`src/rtl/umem_arbiter_if.sv`:
```
// Core-side fetch/data handshakes plus the unified-memory port, bundled for the arbiter.
// master = the arbiter's view; slave = the core + memory environment's view.
interface umem_arbiter_if;
  logic        i_req;
  logic [31:0] i_addr;
  logic        i_done;
  logic [31:0] i_rdata;
  logic        i_err;
  logic        i_stall;
  logic        d_req;
  logic        d_we;
  logic [31:0] d_addr;
  logic [31:0] d_wd;
  logic        d_done;
  logic [31:0] d_rdata;
  logic        d_err;
  logic        d_stall;
  logic        mem_req;
  logic        mem_we;
  logic [31:0] mem_addr;
  logic [31:0] mem_wd;
  logic        mem_ack;
  logic [31:0] mem_rd;

  modport master (
    input  i_req, i_addr, d_req, d_we, d_addr, d_wd, mem_ack, mem_rd,
    output i_done, i_rdata, i_err, i_stall, d_done, d_rdata, d_err, d_stall,
    output mem_req, mem_we, mem_addr, mem_wd
  );

  modport slave (
    output i_req, i_addr, d_req, d_we, d_addr, d_wd, mem_ack, mem_rd,
    input  i_done, i_rdata, i_err, i_stall, d_done, d_rdata, d_err, d_stall,
    input  mem_req, mem_we, mem_addr, mem_wd
  );
endinterface

```
`src/rtl/umem_arbiter.sv`:
```
// Round-robin arbiter sharing one single-port memory between fetch and data sides.
// IDLE grants, BUSY waits for mem_ack or timeout, RESP pulses done for one cycle.
module umem_arbiter #(
  parameter int TIMEOUT = 16
) (
  input logic            clk,
  input logic            reset,
  umem_arbiter_if.master bus
);
  localparam int CW = $clog2(TIMEOUT + 1);
  localparam logic [1:0] S_IDLE = 2'd0;
  localparam logic [1:0] S_BUSY = 2'd1;
  localparam logic [1:0] S_RESP = 2'd2;
  localparam logic       G_I    = 1'b0;
  localparam logic       G_D    = 1'b1;

  logic [1:0]    state_q, state_d;
  logic          last_gnt_q, last_gnt_d;
  logic          gnt_q, gnt_d;
  logic [CW-1:0] cnt_q, cnt_d;
  logic          mem_req_q, mem_req_d;
  logic          mem_we_q, mem_we_d;
  logic [31:0]   mem_addr_q, mem_addr_d;
  logic [31:0]   mem_wd_q, mem_wd_d;
  logic          i_done_q, i_done_d, i_err_q, i_err_d;
  logic          d_done_q, d_done_d, d_err_q, d_err_d;
  logic [31:0]   i_rdata_q, i_rdata_d, d_rdata_q, d_rdata_d;
  logic          any_req, grant_dside, misaligned;

  assign any_req     = bus.i_req | bus.d_req;
  // On a tie the side that did not win last time goes first.
  assign grant_dside = bus.d_req & (~bus.i_req | (last_gnt_q == G_I));
  assign misaligned  = grant_dside & (bus.d_addr[1:0] != 2'b00);

  always_comb begin
    state_d    = state_q;
    last_gnt_d = last_gnt_q;
    gnt_d      = gnt_q;
    cnt_d      = cnt_q;
    mem_req_d  = mem_req_q;
    mem_we_d   = mem_we_q;
    mem_addr_d = mem_addr_q;
    mem_wd_d   = mem_wd_q;
    i_done_d   = 1'b0;
    d_done_d   = 1'b0;
    i_err_d    = 1'b0;
    d_err_d    = 1'b0;
    i_rdata_d  = i_rdata_q;
    d_rdata_d  = d_rdata_q;
    case (state_q)
      S_IDLE: begin
        if (any_req) begin
          gnt_d      = grant_dside ? G_D : G_I;
          last_gnt_d = grant_dside ? G_D : G_I;
          cnt_d      = '0;
          mem_addr_d = grant_dside ? bus.d_addr : bus.i_addr;
          mem_wd_d   = grant_dside ? bus.d_wd : 32'h0;
          if (misaligned) begin
            state_d   = S_RESP;
            d_done_d  = 1'b1;
            d_err_d   = 1'b1;
            d_rdata_d = 32'h0;
          end else begin
            state_d   = S_BUSY;
            mem_req_d = 1'b1;
            mem_we_d  = grant_dside & bus.d_we;
          end
        end
      end
      S_BUSY: begin
        if (bus.mem_ack || (cnt_q == CW'(TIMEOUT - 1))) begin
          state_d   = S_RESP;
          mem_req_d = 1'b0;
          mem_we_d  = 1'b0;
          if (gnt_q == G_D) begin
            d_done_d  = 1'b1;
            d_err_d   = ~bus.mem_ack;
            d_rdata_d = (bus.mem_ack && !mem_we_q) ? bus.mem_rd : 32'h0;
          end else begin
            i_done_d  = 1'b1;
            i_err_d   = ~bus.mem_ack;
            i_rdata_d = bus.mem_ack ? bus.mem_rd : 32'h0;
          end
        end else begin
          cnt_d = cnt_q + CW'(1);
        end
      end
      S_RESP:  state_d = S_IDLE;
      default: state_d = S_IDLE;
    endcase
  end

  always_ff @(posedge clk or negedge reset) begin
    if (!reset) begin
      state_q    <= S_IDLE;
      last_gnt_q <= G_I;
      gnt_q      <= G_I;
      cnt_q      <= '0;
      mem_req_q  <= 1'b0;
      mem_we_q   <= 1'b0;
      mem_addr_q <= 32'h0;
      mem_wd_q   <= 32'h0;
      i_done_q   <= 1'b0;
      d_done_q   <= 1'b0;
      i_err_q    <= 1'b0;
      d_err_q    <= 1'b0;
      i_rdata_q  <= 32'h0;
      d_rdata_q  <= 32'h0;
    end else begin
      state_q    <= state_d;
      last_gnt_q <= last_gnt_d;
      gnt_q      <= gnt_d;
      cnt_q      <= cnt_d;
      mem_req_q  <= mem_req_d;
      mem_we_q   <= mem_we_d;
      mem_addr_q <= mem_addr_d;
      mem_wd_q   <= mem_wd_d;
      i_done_q   <= i_done_d;
      d_done_q   <= d_done_d;
      i_err_q    <= i_err_d;
      d_err_q    <= d_err_d;
      i_rdata_q  <= i_rdata_d;
      d_rdata_q  <= d_rdata_d;
    end
  end

  assign bus.mem_req  = mem_req_q;
  assign bus.mem_we   = mem_we_q;
  assign bus.mem_addr = mem_addr_q;
  assign bus.mem_wd   = mem_wd_q;
  assign bus.i_done   = i_done_q;
  assign bus.i_err    = i_err_q;
  assign bus.i_rdata  = i_rdata_q;
  assign bus.d_done   = d_done_q;
  assign bus.d_err    = d_err_q;
  assign bus.d_rdata  = d_rdata_q;
  assign bus.i_stall  = bus.i_req & ~i_done_q;
  assign bus.d_stall  = bus.d_req & ~d_done_q;
endmodule
```
`src/flat_wrapper.sv`:
```
// flat-port wrapper written by rule: the top's interface ports become plain ports
module umem_arbiter_flat 
#(
  parameter int TIMEOUT = 16
)
  (clk, reset, bus_i_req, bus_i_addr, bus_d_req, bus_d_we, bus_d_addr, bus_d_wd, bus_mem_ack, bus_mem_rd, bus_i_done, bus_i_rdata, bus_i_err, bus_i_stall, bus_d_done, bus_d_rdata, bus_d_err, bus_d_stall, bus_mem_req, bus_mem_we, bus_mem_addr, bus_mem_wd);
  umem_arbiter_if bus_i ();
  input logic clk;
  input logic reset;
  input wire logic [$bits(bus_i.i_req)-1:0] bus_i_req;
  input wire logic [$bits(bus_i.i_addr)-1:0] bus_i_addr;
  input wire logic [$bits(bus_i.d_req)-1:0] bus_d_req;
  input wire logic [$bits(bus_i.d_we)-1:0] bus_d_we;
  input wire logic [$bits(bus_i.d_addr)-1:0] bus_d_addr;
  input wire logic [$bits(bus_i.d_wd)-1:0] bus_d_wd;
  input wire logic [$bits(bus_i.mem_ack)-1:0] bus_mem_ack;
  input wire logic [$bits(bus_i.mem_rd)-1:0] bus_mem_rd;
  output wire logic [$bits(bus_i.i_done)-1:0] bus_i_done;
  output wire logic [$bits(bus_i.i_rdata)-1:0] bus_i_rdata;
  output wire logic [$bits(bus_i.i_err)-1:0] bus_i_err;
  output wire logic [$bits(bus_i.i_stall)-1:0] bus_i_stall;
  output wire logic [$bits(bus_i.d_done)-1:0] bus_d_done;
  output wire logic [$bits(bus_i.d_rdata)-1:0] bus_d_rdata;
  output wire logic [$bits(bus_i.d_err)-1:0] bus_d_err;
  output wire logic [$bits(bus_i.d_stall)-1:0] bus_d_stall;
  output wire logic [$bits(bus_i.mem_req)-1:0] bus_mem_req;
  output wire logic [$bits(bus_i.mem_we)-1:0] bus_mem_we;
  output wire logic [$bits(bus_i.mem_addr)-1:0] bus_mem_addr;
  output wire logic [$bits(bus_i.mem_wd)-1:0] bus_mem_wd;
  assign bus_i.i_req = bus_i_req;
  assign bus_i.i_addr = bus_i_addr;
  assign bus_i.d_req = bus_d_req;
  assign bus_i.d_we = bus_d_we;
  assign bus_i.d_addr = bus_d_addr;
  assign bus_i.d_wd = bus_d_wd;
  assign bus_i.mem_ack = bus_mem_ack;
  assign bus_i.mem_rd = bus_mem_rd;
  assign bus_i_done = bus_i.i_done;
  assign bus_i_rdata = bus_i.i_rdata;
  assign bus_i_err = bus_i.i_err;
  assign bus_i_stall = bus_i.i_stall;
  assign bus_d_done = bus_i.d_done;
  assign bus_d_rdata = bus_i.d_rdata;
  assign bus_d_err = bus_i.d_err;
  assign bus_d_stall = bus_i.d_stall;
  assign bus_mem_req = bus_i.mem_req;
  assign bus_mem_we = bus_i.mem_we;
  assign bus_mem_addr = bus_i.mem_addr;
  assign bus_mem_wd = bus_i.mem_wd;
  umem_arbiter #(.TIMEOUT(TIMEOUT)) u_core (.clk(clk), .reset(reset), .bus(bus_i));
endmodule
```
`config.mk`:
```
export PLATFORM = sky130hd
export DESIGN_NAME = umem_arbiter_flat
export DESIGN_NICKNAME = d
export VERILOG_FILES = /design/src/rtl/umem_arbiter_if.sv /design/src/rtl/umem_arbiter.sv /design/src/flat_wrapper.sv
export SDC_FILE = /design/constraint.sdc
export NUM_CORES = 1
export LEC_CHECK = 0
export BUFFER_PORTS_ARGS = -buffer_cell sky130_fd_sc_hd__buf_2
export CAP_MARGIN = 20
export CORE_MARGIN = 1.5
export CORE_UTILIZATION = 45
export CTS_CLUSTER_DIAMETER = 120
export DETAILED_ROUTE_END_ITERATION = 7
export HOLD_SLACK_MARGIN = 0.06
export PLACE_DENSITY = 0.78
export SYNTH_ARGS = -nofsm -noshare
export SYNTH_HDL_FRONTEND = slang
export SYNTH_SLANG_ARGS = --single-unit
```
`constraint.sdc`:
```
create_clock -name clk -period 4.53 [get_ports clk]
set_input_delay 0.453 -clock clk [delete_from_list [all_inputs] [get_ports clk]]
set_output_delay 0.453 -clock clk [all_outputs]
set_load 0.01 [all_outputs]
```
# --- Word level (Yosys, flattened, before mapping) ---
# Index checks and enable logic that the tools add are counted.
word_totals:
  register_bits: 142
  inputBits: 134
  output_inout_bits: 136
  wordCells: 84
classes:
  n_addsub: 1
  n_eq_ne: 8
  n_mux: 38
  n_bitwise: 12
  n_reduce_logical: 12
op_table:
  columns: ["operator", "n"]
  rows:
  - ["32-bit two-way mux", 8]
  - ["32-bit one-hot mux with 2 select lines", 1]
  - ["1-bit two-way mux", 18]
  - ["5-bit two-way mux", 2]
  - ["5-bit one-hot mux with 2 select lines", 1]
  - ["2-bit by 1-bit inequality test with 1-bit output, second input constant", 4]
  - ["1-bit one-hot mux with 2 select lines", 4]
  - ["2-bit two-way mux", 3]
  - ["3-bit AND reduction", 2]
  - ["5-bit by 1-bit adder with 5-bit output, second input constant", 1]
  - ["1-bit AND", 5]
  - ["5-bit by 4-bit == test with 1-bit output, second input constant", 1]
  - ["1-bit NOT", 5]
  - ["5-bit AND reduction", 1]
  - ["2-bit inequality test, second input constant", 2]
  - ["2-bit one-hot mux with 2 select lines", 1]
  - ["2-bit AND reduction", 2]
  - ["4-bit AND reduction", 1]
  - ["2-bit nonzero test", 2]
  - ["2-bit by 1-bit == test with 1-bit output, second input constant", 1]
  - ["2-bit logical NOT", 1]
  - ["1-bit OR", 2]
  - ["1-bit logical AND", 1]
  - ["1-bit logical NOT", 1]
  - ["1-bit logical OR", 1]

# --- Longest topological paths before layout ---
# Gate-level depths: netlist of run 1.
depth:
  depth_word: 7
  depth_mapped: 8
  ltp_nobuf: 7

# --- Least setup slack after synthesis of run 1 ---
# No wires, ideal clock.
synth_path:
  kind: "flip-flop to flip-flop"
  startpoint: "register u_core.cnt_q[0]"
  endpoint: "register u_core.d_rdata_q[23], in the netlist u_core.bus.d_rdata[23]"
  setup_time_ns: 0.128
  arrival_ns: 1.744
  required_time_ns: 4.402
  slack_ns: 2.658
  path_stages_with_launch: 8
  path_buffers: 0
  synth_period_minus_slack_ns: 1.872
  cell_sequence: "dfrtp_1 ha_1 and3_1 ha_1 nor2_1 nand3b_1 o21ai_4 mux2_1"
synth_between:
  elab_chain_cells: 4
synth_lines:
  columns: ["element", "line", "source"]
  rows:
  - ["from (decl)", "umem_arbiter.sv:20", "logic [CW-1:0] cnt_q, cnt_d;"]
  - ["from (signal assigned)", "umem_arbiter.sv:113", "cnt_q <= cnt_d;"]
  - ["5-bit by 4-bit == test with 1-bit output", "umem_arbiter.sv:71", "if (bus.mem_ack || (cnt_q == CW'(TIMEOUT - 1))) begin"]
  - ["1-bit logical OR", "umem_arbiter.sv:71", null]
  - ["2-bit by 1-bit inequality test with 1-bit output (no source line)", null, null]
  - ["5-bit AND reduction (no source line)", null, null]
  - ["to (signal assigned)", "umem_arbiter.sv:123", "d_rdata_q <= d_rdata_d;"]
  - ["to (decl)", "umem_arbiter.sv:27", "logic [31:0] i_rdata_q, i_rdata_d, d_rdata_q, d_rdata_d;"]
# Every way passes these cells.
# A chain may end at the register's enable or synchronous reset.

# --- Final worst setup path of run 1 ---
layout_path:
  startpoint: "register u_core.state_q[0]"
  endpoint: "register u_core.d_rdata_q[6], in the netlist u_core.bus.d_rdata[6]"
layout_between:
  elab_chain_cells: 3
  elab_cells_between_ends: 9
  classes_between: "5 x eq/ne; 1 x mux; 3 x reduce/logical"
layout_lines:
  columns: ["element", "line", "source"]
  rows:
  - ["from (decl)", "umem_arbiter.sv:17", "logic [1:0] state_q, state_d;"]
  - ["from (signal assigned)", "umem_arbiter.sv:110", "state_q <= state_d;"]
  - ["2-bit by 1-bit == test with 1-bit output or 2-bit logical NOT (tied branches)", "umem_arbiter.sv:50", "case (state_q)"]
  - ["2-bit by 1-bit inequality test with 1-bit output (no source line) or 2-bit nonzero test (tied branches)", null, null]
  - ["5-bit AND reduction (no source line)", null, null]
# Parallel ways exist; a longest one is shown, timed or not.

==> impl_metrics.env, run 1 <==
export IMPL_cts_hold_buf=0
export IMPL_cts_max_path_buffers=2
export IMPL_grt_antenna_before_repair=0
export IMPL_clock_sink_count=142
export IMPL_synth_seq_area_share_pct=61.4
export IMPL_area_delta_synth_final_pct=37.4
export IMPL_cp_start_kind="register"
export IMPL_crit_path_end_kind="register"
export IMPL_clock_skew_final_ps=11.5
export IMPL_ys_warn_count=0
export IMPL_achievable_frequency_mhz=386
export IMPL_grt_first_pass_wirelength_microns=23000
export IMPL_number_of_buffers_inserted_during_clock_tree_synthesis=17
export IMPL_detail_route_wirelength_microns=15600
export IMPL_post_cts_setup_inserts=0
export IMPL_worstPathMaxFanout=21
export IMPL_core_area_sq_um=12600
export IMPL_final_cell_area_sq_um=7950
export IMPL_finish_utilization_pct=63.3
export IMPL_antenna_diode_count=0
export IMPL_netlist_area_leader_share_pct=61.4
export IMPL_place_congestion=0.845
export IMPL_most_area_hungry_cell_type_in_the_yosys_netlist="sky130_fd_sc_hd__dfrtp_1"
export IMPL_wl_per_cell_microns=16.9
export IMPL_cp_arrival_ps=2910
export IMPL_p_leak_nw=4.20
export IMPL_synth_seq_cells=142
export IMPL_power_frac_clock_pct=26.3
export IMPL_fin_crit_sh_pct=57.2
export IMPL_grtUsageTotal_pct=22.5
export IMPL_detailedPlacementHpwl_microns=11500
export IMPL_power_report_internal_total_mw=3.71
export IMPL_mappedNetlistArea_sq_um=5790
export IMPL_path_class="reg2reg"
export IMPL_place_area_sq_um=7230
export IMPL_die_area_sq_um=13500
export IMPL_cts_resized=0
export IMPL_synth_cells_most_frequent="sky130_fd_sc_hd__dfrtp_1 (142), sky130_fd_sc_hd__nand2_1 (71), sky130_fd_sc_hd__a22o_1 (64)"
export IMPL_synth_cell_type_count=33
export IMPL_pin_count_of_the_biggest_net_entering_global_routing=108
export IMPL_tritoncts="done"
export IMPL_power_ir_vdd_worst_mv=0.319
export IMPL_worst_pin_slew_ps=960
export IMPL_powerDensity_nw_per_um2=717
export IMPL_synth_enable_flop_cells=0
export IMPL_dieWidth_microns=116
export IMPL_io_pins=270
export IMPL_routed_via_density=5.02
export IMPL_setup_viol_count_final=0
export IMPL_dp_cells=892
export IMPL_place_port_buffers=269
export IMPL_worst_endpoint_required_ps=4850
export IMPL_drt_pre_antenna_iters=4
export IMPL_detail_route_antenna_nets=0
export IMPL_clk_pin_slew_worst_paths_ps=50
export IMPL_worst_skew_pair_late_latency_ps=410
export IMPL_initialDrtViolationCount=258
export IMPL_average_size_of_a_mapped_cell_sq_um=12.1
export IMPL_post_synth_top_count_cell="sky130_fd_sc_hd__dfrtp_1"
export IMPL_timing_max_transition_violations_final=0
export IMPL_power_share_sequential_pct=37.1
export IMPL_synthCells=479
export IMPL_synthTopCellsByArea="sky130_fd_sc_hd__dfrtp_1 (61%), sky130_fd_sc_hd__mux2i_1 (11%), sky130_fd_sc_hd__a22o_1 (9.7%), sky130_fd_sc_hd__nand2_1 (4.6%), sky130_fd_sc_hd__o21ai_1 (3.2%)"
export IMPL_cts_root_buf="sky130_fd_sc_hd__clkbuf_16"
export IMPL_synth_fp_nets=615
export IMPL_cts_htree_levels=4
export IMPL_outcome="completed"
export IMPL_final_setup_tns_ps=0
export IMPL_timing_final_hold_violations=0
export IMPL_max_slew_margin_rel_pct=36.0
export IMPL_filler_cell_count=1006
export IMPL_grt_setup_unrepaired="false"
export IMPL_num_nets_final=878
export IMPL_drc=0
export IMPL_detailroute_via_count=4651
export IMPL_floorplan_initialDensity_pct=46.0
export IMPL_sw_frac_of_total_pct=34.9
export IMPL_net_switching_power_mw=1.99
export IMPL_maxCapViolations=0
export IMPL_ys_dominant_reg_cell="sky130_fd_sc_hd__dfrtp_1"
export IMPL_async_reset_ff_share_pct=100
export IMPL_min_period_ps=2590
export IMPL_gr_total_overflow=0
export IMPL_grt_pass1_vias=4503
export IMPL_row_count=41
export IMPL_min_path_type="in2async"
export IMPL_chipHeight_microns=116
export IMPL_combinationalPowerShare_pct=36.6
export IMPL_finish_cell_count_without_fillers=926
export IMPL_reg2regPathDepth=5
export IMPL_post_route_cells_drive_above_1_share_pct=41.4
-- layout by cell type, fill, tap and decap left out, types with 2 or more instances in the layout --
cell type	count
sky130_fd_sc_hd__buf_2	268
sky130_fd_sc_hd__dfrtp_1	142
sky130_fd_sc_hd__nand2_1	70
sky130_fd_sc_hd__a22o_1	64
sky130_fd_sc_hd__mux2i_1	63
sky130_fd_sc_hd__o21ai_1	37
sky130_fd_sc_hd__inv_1	32
sky130_fd_sc_hd__clkbuf_16	18
sky130_fd_sc_hd__nor2_1	7
sky130_fd_sc_hd__nor2b_1	5
sky130_fd_sc_hd__bufinv_16	5
sky130_fd_sc_hd__and2_1	3
sky130_fd_sc_hd__clkinv_2	3
sky130_fd_sc_hd__buf_4	3
sky130_fd_sc_hd__o22ai_1	2
sky130_fd_sc_hd__a32o_1	2
sky130_fd_sc_hd__ha_1	2
sky130_fd_sc_hd__clkinvlp_4	2
sky130_fd_sc_hd__clkbuf_1	2
sky130_fd_sc_hd__buf_16	2
-- metal layers --
metal  track usage [%]  wire [microns]
met5                 0               0
met2              40.7            8120
met3              5.66            1120
met4              8.78             286
met1              25.6            6120
-- layout make-up --
cell class                      instances  area [sq um]  share of cell area, %
Clock inverter                         11           189                   2.38
Inverter                               33           124                   1.56
Tap cell                              172           215                   2.71
Sequential cell                       142          3550                   44.7
Clock buffer                           20           447                   5.62
Timing Repair Buffer                  276          1470                   18.5
Multi-Input combinational cell        272          1950                   24.6
-- power groups by stage --
stage	clock (mW)	sequential (mW)	combinational (mW)
finish	1.50	2.11	2.09
global route	1.58	2.17	2.29
CTS	1.53	2.11	2.08
detailed placement	0	2.12	2.08
global placement	0	2.10	1.98
floorplan	0	2.33	0.996
-- sequential cells by signal, summed over array words and instances (netlist names) --
register and flops:
u_core.bus.mem_we 1, u_core.bus.d_err 1, u_core.bus.d_done 1, u_core.bus.mem_req 1, u_core.bus.mem_wd 32, u_core.cnt_q 5, u_core.bus.i_done 1, u_core.bus.i_err 1
u_core.state_q 2, u_core.bus.d_rdata 32, u_core.bus.mem_addr 32, u_core.last_gnt_q 1, u_core.bus.i_rdata 32
-- final timing paths --
path / to / startpoint / slack (ps)
setup / recovery: u_core.bus.d_rdata[6]$_DFFE_PN0P_ / u_core.state_q[0]$_DFFE_PN0P_ / 1940
hold / removal: u_core.bus.d_rdata[0]$_DFFE_PN0P_ / reset / 150
setup reg to reg: u_core.bus.d_rdata[6]$_DFFE_PN0P_ / u_core.state_q[0]$_DFFE_PN0P_ / 1940
hold reg to reg: u_core.bus.mem_addr[9]$_DFFE_PN0P_ / u_core.bus.mem_addr[9]$_DFFE_PN0P_ / 490
max in group asynchronous: u_core.bus.mem_addr[27]$_DFFE_PN0P_ / reset / 3320
min in group clk: u_core.bus.mem_wd[22]$_DFFE_PN0P_ / bus_d_wd[22] / 260
-- cells by family after synthesis --
| kind of cell | Yosys count | share of synthesized area (%) |
|---|---|---|
| fa+ha+maj | 2 | 0.432 |
| mux | 64 | 11.1 |
| xor+xnor | 1 | 0.151 |
| flops | 142 | 61.4 |
| simple gates | 95 | 7.37 |
| compound gates | 110 | 14.3 |
| buf+inv | 65 | 5.28 |
-- worst max-delay path, stage by stage (launching register included) --
cell,delay [ps]
sky130_fd_sc_hd__dfrtp_1,440
sky130_fd_sc_hd__nor2_1,430
sky130_fd_sc_hd__nand2_1,260
sky130_fd_sc_hd__o21ai_4,750
sky130_fd_sc_hd__buf_4,390
sky130_fd_sc_hd__mux2i_1,240
-- per-stage QoR --
stage                     hold WS, ps  setup WS, ps  power [mW]
after floorplan                   157          2660        3.33
after global placement            464          1950        4.09
after detailed placement          471          1870        4.20
after CTS                         193          1860        5.72
after global routing              237          1730        6.05
final                             153          1940        5.70
Power figures use the tool's default switching activity.
==> run 2, diff against run 1 <==
CORE_UTILIZATION = 42   (was 45)
PLACE_DENSITY = 0.76   (was 0.78)
clock period = 2.2 ns   (was 4.53 ns; I/O delays follow)
==> run 2 against run 1 <==
Final cell count grew 9.4%. Core utilization grew 2.1 points. Worst hold slack lost 82 ps. Critical path type unchanged. Largest power group is now combinational cells.
==> impl_metrics.env, run 2 (synthesized netlist as in run 1, its figures left out) <==
export IMPL_powerDensity_nw_per_um2=1340
export IMPL_setup_viol_count_final=0
export IMPL_number_of_buffers_inserted_during_clock_tree_synthesis=17
export IMPL_place_port_buffers=269
export IMPL_grt_most_used_layer="met2"
export IMPL_clock_skew_final_ps=9.35
export IMPL_worst_skew_pair_late_latency_ps=420
export IMPL_grt_antenna_before_repair=0
export IMPL_routed_via_density=5.00
export IMPL_finish_cell_count_without_fillers=1013
export IMPL_min_path_type="in2reg"
export IMPL_cp_start_kind="register"
export IMPL_power_ir_vdd_worst_mv=0.604
export IMPL_net_switching_power_mw=4.22
export IMPL_crit_path_end_kind="register"
export IMPL_initialDrtViolationCount=309
export IMPL_wl_per_cell_microns=16.8
export IMPL_die_area_sq_um=14500
export IMPL_cp_arrival_ps=2380
export IMPL_clock_sink_count=142
export IMPL_maxCapViolations=0
export IMPL_cts_root_buf="sky130_fd_sc_hd__clkbuf_16"
export IMPL_layout_cells_most_common_list="sky130_fd_sc_hd__buf_2 (268), sky130_fd_sc_hd__dfrtp_1 (142), sky130_fd_sc_hd__dlygate4sd3_1 (74)"
export IMPL_pin_count_of_the_biggest_net_entering_global_routing=55
export IMPL_power_report_internal_total_mw=7.50
export IMPL_chipHeight_microns=120
export IMPL_worst_endpoint_required_ps=2530
export IMPL_path_class="reg2reg"
export IMPL_antenna_diode_count=0
export IMPL_place_congestion=0.777
export IMPL_power_share_sequential_pct=37.3
export IMPL_num_nets_final=960
export IMPL_mostFrequentLayoutCell="sky130_fd_sc_hd__buf_2"
export IMPL_filler_cell_count=967
export IMPL_grt_util_met3_pct=6.32
export IMPL_power_frac_clock_pct=24.7
export IMPL_gr_total_overflow=0
export IMPL_outcome="completed"
export IMPL_grt_first_pass_wirelength_microns=26300
export IMPL_fin_crit_sh_pct=93.3
export IMPL_row_count=42
export IMPL_grtUsageTotal_pct=23.4
export IMPL_detail_route_wirelength_microns=17000
export IMPL_min_period_ps=2050
export IMPL_detailroute_via_count=5070
export IMPL_p_leak_nw=4.53
export IMPL_cts_max_path_buffers=2
export IMPL_globalRouteMet2Util_pct=41.7
export IMPL_place_area_sq_um=7380
export IMPL_cts_htree_levels=4
export IMPL_timing_final_hold_violations=0
export IMPL_drc=0
export IMPL_drt_pre_antenna_iters=4
export IMPL_area_delta_synth_final_pct=50.7
export IMPL_detailedPlacementHpwl_microns=11500
export IMPL_timing_max_transition_violations_final=0
export IMPL_final_setup_tns_ps=0
export IMPL_max_slew_margin_rel_pct=70.0
export IMPL_met1_global_route_usage_pct=27.2
export IMPL_final_cell_area_sq_um=8720
export IMPL_achievable_frequency_mhz=487
export IMPL_grt_setup_unrepaired="false"
export IMPL_clk_pin_slew_worst_paths_ps=60
export IMPL_post_route_cells_drive_above_1_share_pct=38.5
export IMPL_worstPathMaxFanout=30
export IMPL_core_area_sq_um=13300
export IMPL_grt_pass1_vias=5237
export IMPL_combinationalPowerShare_pct=38.0
export IMPL_dieWidth_microns=120
export IMPL_dp_cells=907
export IMPL_detail_route_antenna_nets=0
export IMPL_tritoncts="done"
export IMPL_worst_pin_slew_ps=450
export IMPL_sw_frac_of_total_pct=36.0
export IMPL_floorplan_initialDensity_pct=43.3
export IMPL_io_pins=270
run 2: changes by cell type in the layout (fill, tap and decap cells not counted), sizes merged:
cell         delta
dlygate4sd3    +74
buf             +9
inv             +2
clkinvlp        -1
bufinv          -3
clkinv          +2
run 2: final cells by class:
cell class / instances / area [sq um] / area share (%)
clock inverter: 11 / 130 / 1.49
timing repair buffer: 358 / 2270 / 26.0
clock buffer: 21 / 470 / 5.40
sequential: 142 / 3550 / 40.8
tap: 176 / 220 / 2.53
inverter: 33 / 124 / 1.42
multi-input combinational: 272 / 1950 / 22.4
run 2: worst paths after layout:
| path | from | endpoint | slack (ps) | cells after the start |
|---|---|---|---|---|
| worst max-delay path | u_core.cnt_q[0]$_DFFE_PN0P_ | u_core.bus.d_rdata[11]$_DFFE_PN0P_ | 150 | 8 |
| worst min-delay path | bus_i_addr[20] | u_core.bus.mem_addr[20]$_DFFE_PN0P_ | 70 | 3 |
| worst max register to register | u_core.cnt_q[0]$_DFFE_PN0P_ | u_core.bus.d_rdata[11]$_DFFE_PN0P_ | 150 | 8 |
| worst min register to register | u_core.bus.mem_addr[25]$_DFFE_PN0P_ | u_core.bus.mem_addr[25]$_DFFE_PN0P_ | 480 | 2 |
| max in group asynchronous | reset | u_core.bus.mem_we$_DFFE_PN0P_ | 1160 | 3 |
| min in group asynchronous | reset | u_core.bus.i_rdata[27]$_DFFE_PN0P_ | 310 | 2 |
run 2: per-stage QoR:
step                hold WS (ps)  power, mW  util [%]  worst slack (ps)
finish                      71.1       11.7      65.3               148
global route                69.8       12.4      65.3              11.2
CTS                         60.6       11.7      65.3               160
detailed placement           176       8.71      55.3               168
global placement             166       8.52      55.3               237
floorplan                  -75.6       6.86         -               328
run 2: worst max-delay path, cell delays in order (launching register included):
cell and delay [ps]:
sky130_fd_sc_hd__dfrtp_1 410, sky130_fd_sc_hd__ha_1 230, sky130_fd_sc_hd__and3_1 190, sky130_fd_sc_hd__ha_1 220, sky130_fd_sc_hd__nor2_1 180, sky130_fd_sc_hd__nand3b_1 200
sky130_fd_sc_hd__o21ai_4 110, sky130_fd_sc_hd__buf_12 210, sky130_fd_sc_hd__mux2i_1 200
run 2: power groups by stage:
| stage | clock (mW) | combinational, mW | sequential (mW) |
|---|---|---|---|
| finish | 2.89 | 4.45 | 4.38 |
| global route | 3.08 | 4.83 | 4.49 |
| CTS | 2.95 | 4.44 | 4.35 |
| detailed placement | 0 | 4.34 | 4.37 |
| global placement | 0 | 4.19 | 4.33 |
| floorplan | 0 | 2.05 | 4.80 |
run 2: per-layer routing:
| metal | share of wire [%] | wire [microns] |
|---|---|---|
| met3 | 7.3 | 1240 |
| met5 | 0 | 0 |
| met2 | 52 | 8780 |
| met1 | 40 | 6730 |
| met4 | 1.6 | 278 |
run 2: timing repair:
| item | CTS | global route |
|---|---|---|
| endpoints found under the hold margin | 127 | 0 |
| setup endpoints to repair | 0 | 0 |
| buffers inserted | 0 | 0 |
| hold buffers | 74 | 0 |
| resized for setup | 0 | 0 |
